$ cat src/rtl/stack_driver_if.sv
// Host-side command/response bundle for stack_driver.
// The host (master) presents commands and the driver (slave) returns completions.
interface stack_driver_if;
  logic       cmd_valid;
  logic       cmd_op;
  logic [7:0] cmd_data;
  logic       cmd_ready;
  logic       rsp_valid;
  logic [7:0] rsp_data;
  logic       rsp_err;

  modport master (
    output cmd_valid, cmd_op, cmd_data,
    input  cmd_ready, rsp_valid, rsp_data, rsp_err
  );

  modport slave (
    input  cmd_valid, cmd_op, cmd_data,
    output cmd_ready, rsp_valid, rsp_data, rsp_err
  );
endinterface

$ cat src/rtl/stack_driver.sv
// Sequences push/pop commands onto a hardware stack via a done-flag handshake and keeps a shadow depth.
// Optional per-phase handshake timeout enabled by defining STACK_DRIVER_TIMEOUT_EN.
module stack_driver #(
  parameter int unsigned DEPTH   = 16,
  parameter int unsigned TIMEOUT = 255
) (
  input  logic                 clk,
  input  logic                 rst,
  stack_driver_if.slave        host,
  output logic                 stk_push,
  output logic                 stk_pop,
  output logic [7:0]           stk_wdata,
  input  logic [7:0]           stk_rdata,
  input  logic                 stk_done,
  output logic [4:0]           depth
);

  localparam int unsigned DW = 5;

  if (DEPTH < 1 || DEPTH > 31 || TIMEOUT < 1 || TIMEOUT > 255) begin : g_bad_params
    $error("stack_driver: DEPTH must be 1..31 and TIMEOUT 1..255");
  end

  typedef enum logic [2:0] {IDLE, ISSUE, WAIT_BUSY, WAIT_DONE, RESP} state_t;

  state_t         state, state_n;
  logic           op, op_n;
  logic           push_n, pop_n;
  logic [7:0]     wdata_n;
  logic           rsp_valid, rsp_valid_n;
  logic           rsp_err, rsp_err_n;
  logic [7:0]     rsp_data, rsp_data_n;
  logic [DW-1:0]  depth_n;
  logic           cmd_ready_c;
  logic           accept;
  logic           reject;

`ifdef STACK_DRIVER_TIMEOUT_EN
  logic [7:0]     cnt, cnt_n;
  logic           expired;
  assign expired = (cnt == 8'(TIMEOUT - 1));
`endif

  assign cmd_ready_c    = (state == IDLE) && stk_done && !rst;
  assign accept         = host.cmd_valid && cmd_ready_c;
  assign reject         = host.cmd_op ? (depth == '0) : (depth == DW'(DEPTH));
  assign host.cmd_ready = cmd_ready_c;
  assign host.rsp_valid = rsp_valid;
  assign host.rsp_data  = rsp_data;
  assign host.rsp_err   = rsp_err;

  // Next-state and next-output logic; strobes and rsp_valid default low.
  always_comb begin
    state_n     = state;
    op_n        = op;
    push_n      = 1'b0;
    pop_n       = 1'b0;
    wdata_n     = stk_wdata;
    rsp_valid_n = 1'b0;
    rsp_err_n   = rsp_err;
    rsp_data_n  = rsp_data;
    depth_n     = depth;
`ifdef STACK_DRIVER_TIMEOUT_EN
    cnt_n       = cnt;
`endif
    case (state)
      IDLE: begin
        if (accept) begin
          op_n    = host.cmd_op;
          wdata_n = host.cmd_data;
`ifdef STACK_DRIVER_TIMEOUT_EN
          cnt_n   = 8'd0;
`endif
          if (reject) begin
            state_n     = RESP;
            rsp_valid_n = 1'b1;
            rsp_err_n   = 1'b1;
            rsp_data_n  = 8'd0;
          end else begin
            state_n = ISSUE;
            push_n  = !host.cmd_op;
            pop_n   = host.cmd_op;
          end
        end
      end
      ISSUE: state_n = WAIT_BUSY;
      WAIT_BUSY: begin
        if (!stk_done) begin
          state_n = WAIT_DONE;
`ifdef STACK_DRIVER_TIMEOUT_EN
          cnt_n   = 8'd0;
        end else if (expired) begin
          state_n     = RESP;
          rsp_valid_n = 1'b1;
          rsp_err_n   = 1'b1;
          rsp_data_n  = 8'd0;
        end else begin
          cnt_n = cnt + 8'd1;
`endif
        end
      end
      WAIT_DONE: begin
        if (stk_done) begin
          state_n     = RESP;
          rsp_valid_n = 1'b1;
          rsp_err_n   = 1'b0;
          rsp_data_n  = op ? stk_rdata : 8'd0;
          depth_n     = op ? depth - DW'(1) : depth + DW'(1);
`ifdef STACK_DRIVER_TIMEOUT_EN
        end else if (expired) begin
          state_n     = RESP;
          rsp_valid_n = 1'b1;
          rsp_err_n   = 1'b1;
          rsp_data_n  = 8'd0;
        end else begin
          cnt_n = cnt + 8'd1;
`endif
        end
      end
      RESP:    state_n = IDLE;
      default: state_n = IDLE;
    endcase
  end

  // State and registered outputs; reset wins from any state.
  always_ff @(posedge clk) begin
    if (rst) begin
      state     <= IDLE;
      op        <= 1'b0;
      stk_push  <= 1'b0;
      stk_pop   <= 1'b0;
      stk_wdata <= 8'd0;
      rsp_valid <= 1'b0;
      rsp_err   <= 1'b0;
      rsp_data  <= 8'd0;
      depth     <= '0;
`ifdef STACK_DRIVER_TIMEOUT_EN
      cnt       <= 8'd0;
`endif
    end else begin
      state     <= state_n;
      op        <= op_n;
      stk_push  <= push_n;
      stk_pop   <= pop_n;
      stk_wdata <= wdata_n;
      rsp_valid <= rsp_valid_n;
      rsp_err   <= rsp_err_n;
      rsp_data  <= rsp_data_n;
      depth     <= depth_n;
`ifdef STACK_DRIVER_TIMEOUT_EN
      cnt       <= cnt_n;
`endif
    end
  end

endmodule
$ cat src/flat_wrapper.sv
// flat-port wrapper written by rule: the top's interface ports become plain ports
module stack_driver_flat 
#(
  parameter int unsigned DEPTH   = 16,
  parameter int unsigned TIMEOUT = 255
)
  (clk, rst, stk_push, stk_pop, stk_wdata, stk_rdata, stk_done, depth, host_cmd_valid, host_cmd_op, host_cmd_data, host_cmd_ready, host_rsp_valid, host_rsp_data, host_rsp_err);
  stack_driver_if host_i ();
  input  logic clk;
  input  logic rst;
  output logic stk_push;
  output logic stk_pop;
  output logic [7:0] stk_wdata;
  input  logic [7:0] stk_rdata;
  input  logic stk_done;
  output logic [4:0] depth;
  input wire logic [$bits(host_i.cmd_valid)-1:0] host_cmd_valid;
  input wire logic [$bits(host_i.cmd_op)-1:0] host_cmd_op;
  input wire logic [$bits(host_i.cmd_data)-1:0] host_cmd_data;
  output wire logic [$bits(host_i.cmd_ready)-1:0] host_cmd_ready;
  output wire logic [$bits(host_i.rsp_valid)-1:0] host_rsp_valid;
  output wire logic [$bits(host_i.rsp_data)-1:0] host_rsp_data;
  output wire logic [$bits(host_i.rsp_err)-1:0] host_rsp_err;
  assign host_i.cmd_valid = host_cmd_valid;
  assign host_i.cmd_op = host_cmd_op;
  assign host_i.cmd_data = host_cmd_data;
  assign host_cmd_ready = host_i.cmd_ready;
  assign host_rsp_valid = host_i.rsp_valid;
  assign host_rsp_data = host_i.rsp_data;
  assign host_rsp_err = host_i.rsp_err;
  stack_driver #(.DEPTH(DEPTH), .TIMEOUT(TIMEOUT)) u_core (.clk(clk), .rst(rst), .host(host_i), .stk_push(stk_push), .stk_pop(stk_pop), .stk_wdata(stk_wdata), .stk_rdata(stk_rdata), .stk_done(stk_done), .depth(depth));
endmodule
$ cat config.mk
export PLATFORM = sky130hd
export DESIGN_NAME = stack_driver_flat
export DESIGN_NICKNAME = d
export VERILOG_FILES = /design/src/rtl/stack_driver_if.sv /design/src/rtl/stack_driver.sv /design/src/flat_wrapper.sv
export SDC_FILE = /design/constraint.sdc
export NUM_CORES = 1
export LEC_CHECK = 0
export CAP_MARGIN = 10
export CORE_ASPECT_RATIO = 0.9
export CORE_MARGIN = 2
export CORE_UTILIZATION = 35
export DETAILED_ROUTE_END_ITERATION = 12
export GPL_TIMING_DRIVEN = 0
export HOLD_SLACK_MARGIN = 0.1
export PLACE_DENSITY = 0.65
export SLEW_MARGIN = 10
export SYNTH_ARGS = -nofsm -noshare
export SYNTH_HDL_FRONTEND = slang
export SYNTH_SLANG_ARGS = --single-unit
$ cat constraint.sdc
create_clock -name clk -period 1.82 [get_ports clk]
set_input_delay 0.273 -clock clk [delete_from_list [all_inputs] [get_ports clk]]
set_output_delay 0.273 -clock clk [all_outputs]
set_load 0.01 [all_outputs]
==> impl_summary.md <==
Finish
Summing all flip-flop and latch instances after layout gives 583 um^2. Counting the fill cells in the layout gives 317. In the final layout, the multi-input gates occupy 687 um^2. The number of nets in the finished design is 215. The antenna diode count is 0.

The ratio of cells with drive above 1 in the final layout is 13.1%. For this run, the share of the core covered by cells in the final layout is 55.7%. The layout-stage area growth over the synthesis result is 48.8%.

Worst setup path
Traced cell by cell, the critical path runs through nor2_4 > and3_1 > clkdlybuf4s50_1. The number of buffer and inverter instances along the worst setup path is 1. Of all nets on the critical path, the largest fanout is 5. STA classifies the critical path startpoint as a register. The critical path capture point type is an output pin. By startpoint and endpoint, the worst setup path is classified as register to output pin. STA puts the critical path data required time at 1550 ps. The slowest cell on the critical path is sky130_fd_sc_hd__clkdlybuf4s50_1. Among cell families on the critical path, the largest total delay comes from buffers and inverters. The largest single stage delay on the critical path is 530 ps. Data on the critical path arrives at its endpoint at 1460 ps.

Power
The internal portion of the total power is 0.00108 W. Of the total power, the clock network draws 41.8%. The net switching share of the total power is 22.0%. The combinational share of power is 10.4%. Per report_power, the sequential group accounts for 47.8% of the total. Summed over all cells, the static leakage comes to 0.779 nW. The total power per unit cell area is 719 mW/mm^2. The maximum VDD drop is 544 uV. The net switching power of the design is 0.000304 W.

Synthesis
Ranked by total cell area, the synthesized netlist is headed by sky130_fd_sc_hd__dfxtp_1, sky130_fd_sc_hd__nand2_1, sky130_fd_sc_hd__mux2i_1, sky130_fd_sc_hd__nand3b_1, sky130_fd_sc_hd__nand2b_1. The cell type with the largest total area after synthesis is sky130_fd_sc_hd__dfxtp_1. The dominant combinational cell family by area after synthesis is simple AND/OR/NAND/NOR gates.

The total of warnings raised by yosys is 0. Of the post-synthesis cell area, the dominant cell type holds 44.9%. The sequential fraction of the synthesis area is 44.9%. In the synthesized netlist, the number of instances is 136. The synthesized netlist devotes 2.03% of its cell area to XOR and XNOR gates. The synthesized netlist devotes 4.45% of its cell area to adder and majority cells. The number of distinct library cells after synthesis is 32. The post-synthesis register bit count is 29.

The post-synthesis compound-gate area fraction is 8.91%. After synthesis, the share of flip-flops with an asynchronous set or reset is 0%. The mean instance size in the synthesized netlist is 9.50 um^2. After Yosys synthesis, and, or, nand and nor cells account for 31.0% of the synthesized area.

The cell area that synthesis handed to floorplanning was 0.00129 mm^2. The multiplexer fraction of the synthesized cell area is 6.20%. The most instantiated flip-flop cell in the synthesis netlist is sky130_fd_sc_hd__dfxtp_1. In this run, synthesis inferred 0 flip-flops with an integrated enable. When the netlist entered floorplanning its net count stood at 161.

Global route
The via count of the first global-routing pass was 1083. The maximum number of pins on one net before global-route repair is 11. The global-route wire length before repair is 4950 um. The initial antenna violation count is 0. Summed over all layers, the global routing overflow is 0. Global routing consumed, over all layers together, 16.1% of the routing resources.

STA
For this run, the top clock speed supported by timing is 0.578 GHz. For the finished layout, the period the worst path requires is 1730 ps. Clock skew on the completed layout was measured at 4.39 ps.

Summed over all failing endpoints, the final setup total negative slack is 0 ps. The worst slew margin relative to its limit is 71.2%. The final hold violation count is 0. At the pin with the least slew margin, the transition time is 432 ps. The max-slew violation total from the final report is 0.

Setup repair after global routing left no endpoint under its margin. The final critical path takes up 95.1% of the cycle. The final setup violation count is 0.

Status
The run finished with clean final reports.

Min path
The path class of the lowest-slack min-delay path is input port to register.

Routing
The detailed router's first-iteration violation count is 36. After detailed routing, the wire length on met1 is 1430 um. The post-detailed-route via-to-cell ratio is 4.86. The overall via count from detail_route is 1142. After detailed routing, the met2 layer carries 1430 um of wire. After detailed routing, no signal wire sits above met4. The met3 wire length is 268 um. The post-detailed-route wirelength per cell is 13.4 um.

The number of remaining DRC errors is 0. Once detail routing completed, the nets flagged for antenna violations numbered 0. The total wire length after detailed routing is 3160 um. The first detailed-routing pass ran for 4 iterations.

Clock tree
The clock network latency to the later pin of the worst-skew pair is 280 ps. The clock root buffer is sky130_fd_sc_hd__clkbuf_8. Clock-pin slew was measured on the worst setup and hold paths at 60 ps. Counting every sink on the clock net gives 29.

The number of buffers inserted by hold repair at cts is 0. No sink is reached through more buffers than the 2 on the longest clock path. Counting the buffers created by CTS gives 5. TritonCTS built the clock tree. The maximum level of the CTS H-tree is 2.

Die
For this configuration, the core starts out at a cell density of 37.4%. The number of rows in the core area is 20. In this run the standard cell core region covers 0.00345 mm^2. The x dimension of the die is 68.1 um.

The die is 61.7 um tall. Pin placement for this block handled 47 I/O pins. The floorplan step defined a die boundary enclosing 0.00420 mm^2.

Place
Detailed placement finished with a half-perimeter wire length of 2320 um. Buffers placed on the I/O ports in this run total 45. At the end of routability-driven placement, the weighted congestion stood at 0.720.

Job
The number of maximum-capacitance violations is 0.
## placed cells by master, fill, tap and decap left out, types with 3 or more instances in the layout
master and n:
sky130_fd_sc_hd__a21oi_1 5, sky130_fd_sc_hd__and3_1 3, sky130_fd_sc_hd__buf_2 5, sky130_fd_sc_hd__clkbuf_8 7
sky130_fd_sc_hd__clkdlybuf4s50_1 44, sky130_fd_sc_hd__dfxtp_1 27, sky130_fd_sc_hd__ha_1 3, sky130_fd_sc_hd__mux2i_1 8
sky130_fd_sc_hd__nand2_1 29, sky130_fd_sc_hd__nand2b_1 9, sky130_fd_sc_hd__nand3b_1 8, sky130_fd_sc_hd__nor2_1 5
sky130_fd_sc_hd__o21a_1 3
## logic make-up (layout without fill, tap and decap cells)
family | after synthesis | count (layout)
adders and majority gates | 4 | 4
xor gates and xnor gates | 3 | 3
muxes | 8 | 8
AOI/OAI and AO/OA | 15 | 15
buffers and inverters | 7 | 62
DFF | 29 | 29
and+or+nand+nor | 70 | 70
## state kept, by name (all words and copies together) (netlist names)
register	cells
u_core.host.rsp_data	8
u_core.stk_wdata	8
u_core.depth	5
u_core.state	3
u_core.host.rsp_err	1
u_core.host.rsp_valid	1
u_core.op	1
u_core.stk_pop	1
u_core.stk_push	1
## worst reg2reg max path, delay by kind of cell (launching register included)
kind / cells / cell delay [ps]
flops: 1 / 500
simple gates: 2 / 340
compound gates: 2 / 350
fa+ha+maj: 1 / 330
## synthesized netlist by cell type, drive strengths merged, types with 2 or more instances
cell     n
mux2i    8
a211o    2
a21oi    5
dfxtp   29
nand3b   8
nand2   30
nor4     3
nand2b   9
nor2     7
and3     4
o21a     3
ha       3
nor3b    2
xnor2    2
clkbuf   2
buf      5
and4     2
nand4    2
## worst paths after layout
check	start	end	slack [ps]	cells past startpoint
max	u_core.state[0]	host_cmd_ready	90	3
min	rst	u_core.host.rsp_data[3]	430	3
max reg2reg	u_core.op	u_core.depth[4]	180	5
min reg2reg	u_core.host.rsp_err	u_core.host.rsp_err	470	1
## per-stage QoR
stage | instance area (um^2) | cells | hold WS, ps | setup slack [ps] | total power, W
2_1_floorplan | 1290 | 136 | 345 | 280 | 0.000728
3_3_place_gp | 1800 | 225 | 450 | -22.2 | 0.000810
3_5_place_dp | 1800 | 225 | 460 | -58.5 | 0.000814
4_1_cts | 1900 | 233 | 410 | 23.4 | 0.00139
5_1_grt | 1920 | 235 | 439 | 8.81 | 0.00145
6_report | 1920 | 235 | 428 | 88.9 | 0.00138
## power by group through the flow
stage	logic (W)	clock network (W)	registers (W)
after floorplan	0.0000493	0	0.000679
after global placement	0.000137	0	0.000673
after detailed placement	0.000140	0	0.000674
after CTS	0.000140	0.000590	0.000660
after global routing	0.000155	0.000630	0.000662
final	0.000144	0.000577	0.000661
## timing repair
| item | in CTS | in global routing |
|---|---|---|
| pin swaps | 0 | 1 |
| resized for setup | 2 | 3 |
| buffers inserted | 0 | 2 |
| gates cloned | 0 | 0 |
| setup endpoints to repair | 1 | 1 |
## final cells by class
type / count / share of cell area [%]
Sequential cell: 29 / 30.3
Buffer: 7 / 1.69
Clock buffer: 7 / 5.01
Tap cell: 44 / 2.86
Multi-Input combinational cell: 100 / 35.7
Timing Repair Buffer: 47 / 24.1
Clock inverter: 1 / 0.260
## metal layers
layer  GRT usage [%]  vias to the layer above
met5               0                        -
met4            4.29                        0
met3            8.41                        3
met2            25.9                       40
met1            19.1                      527
li1                -                      572
Note: power is estimated with default switching activity, not from simulation.
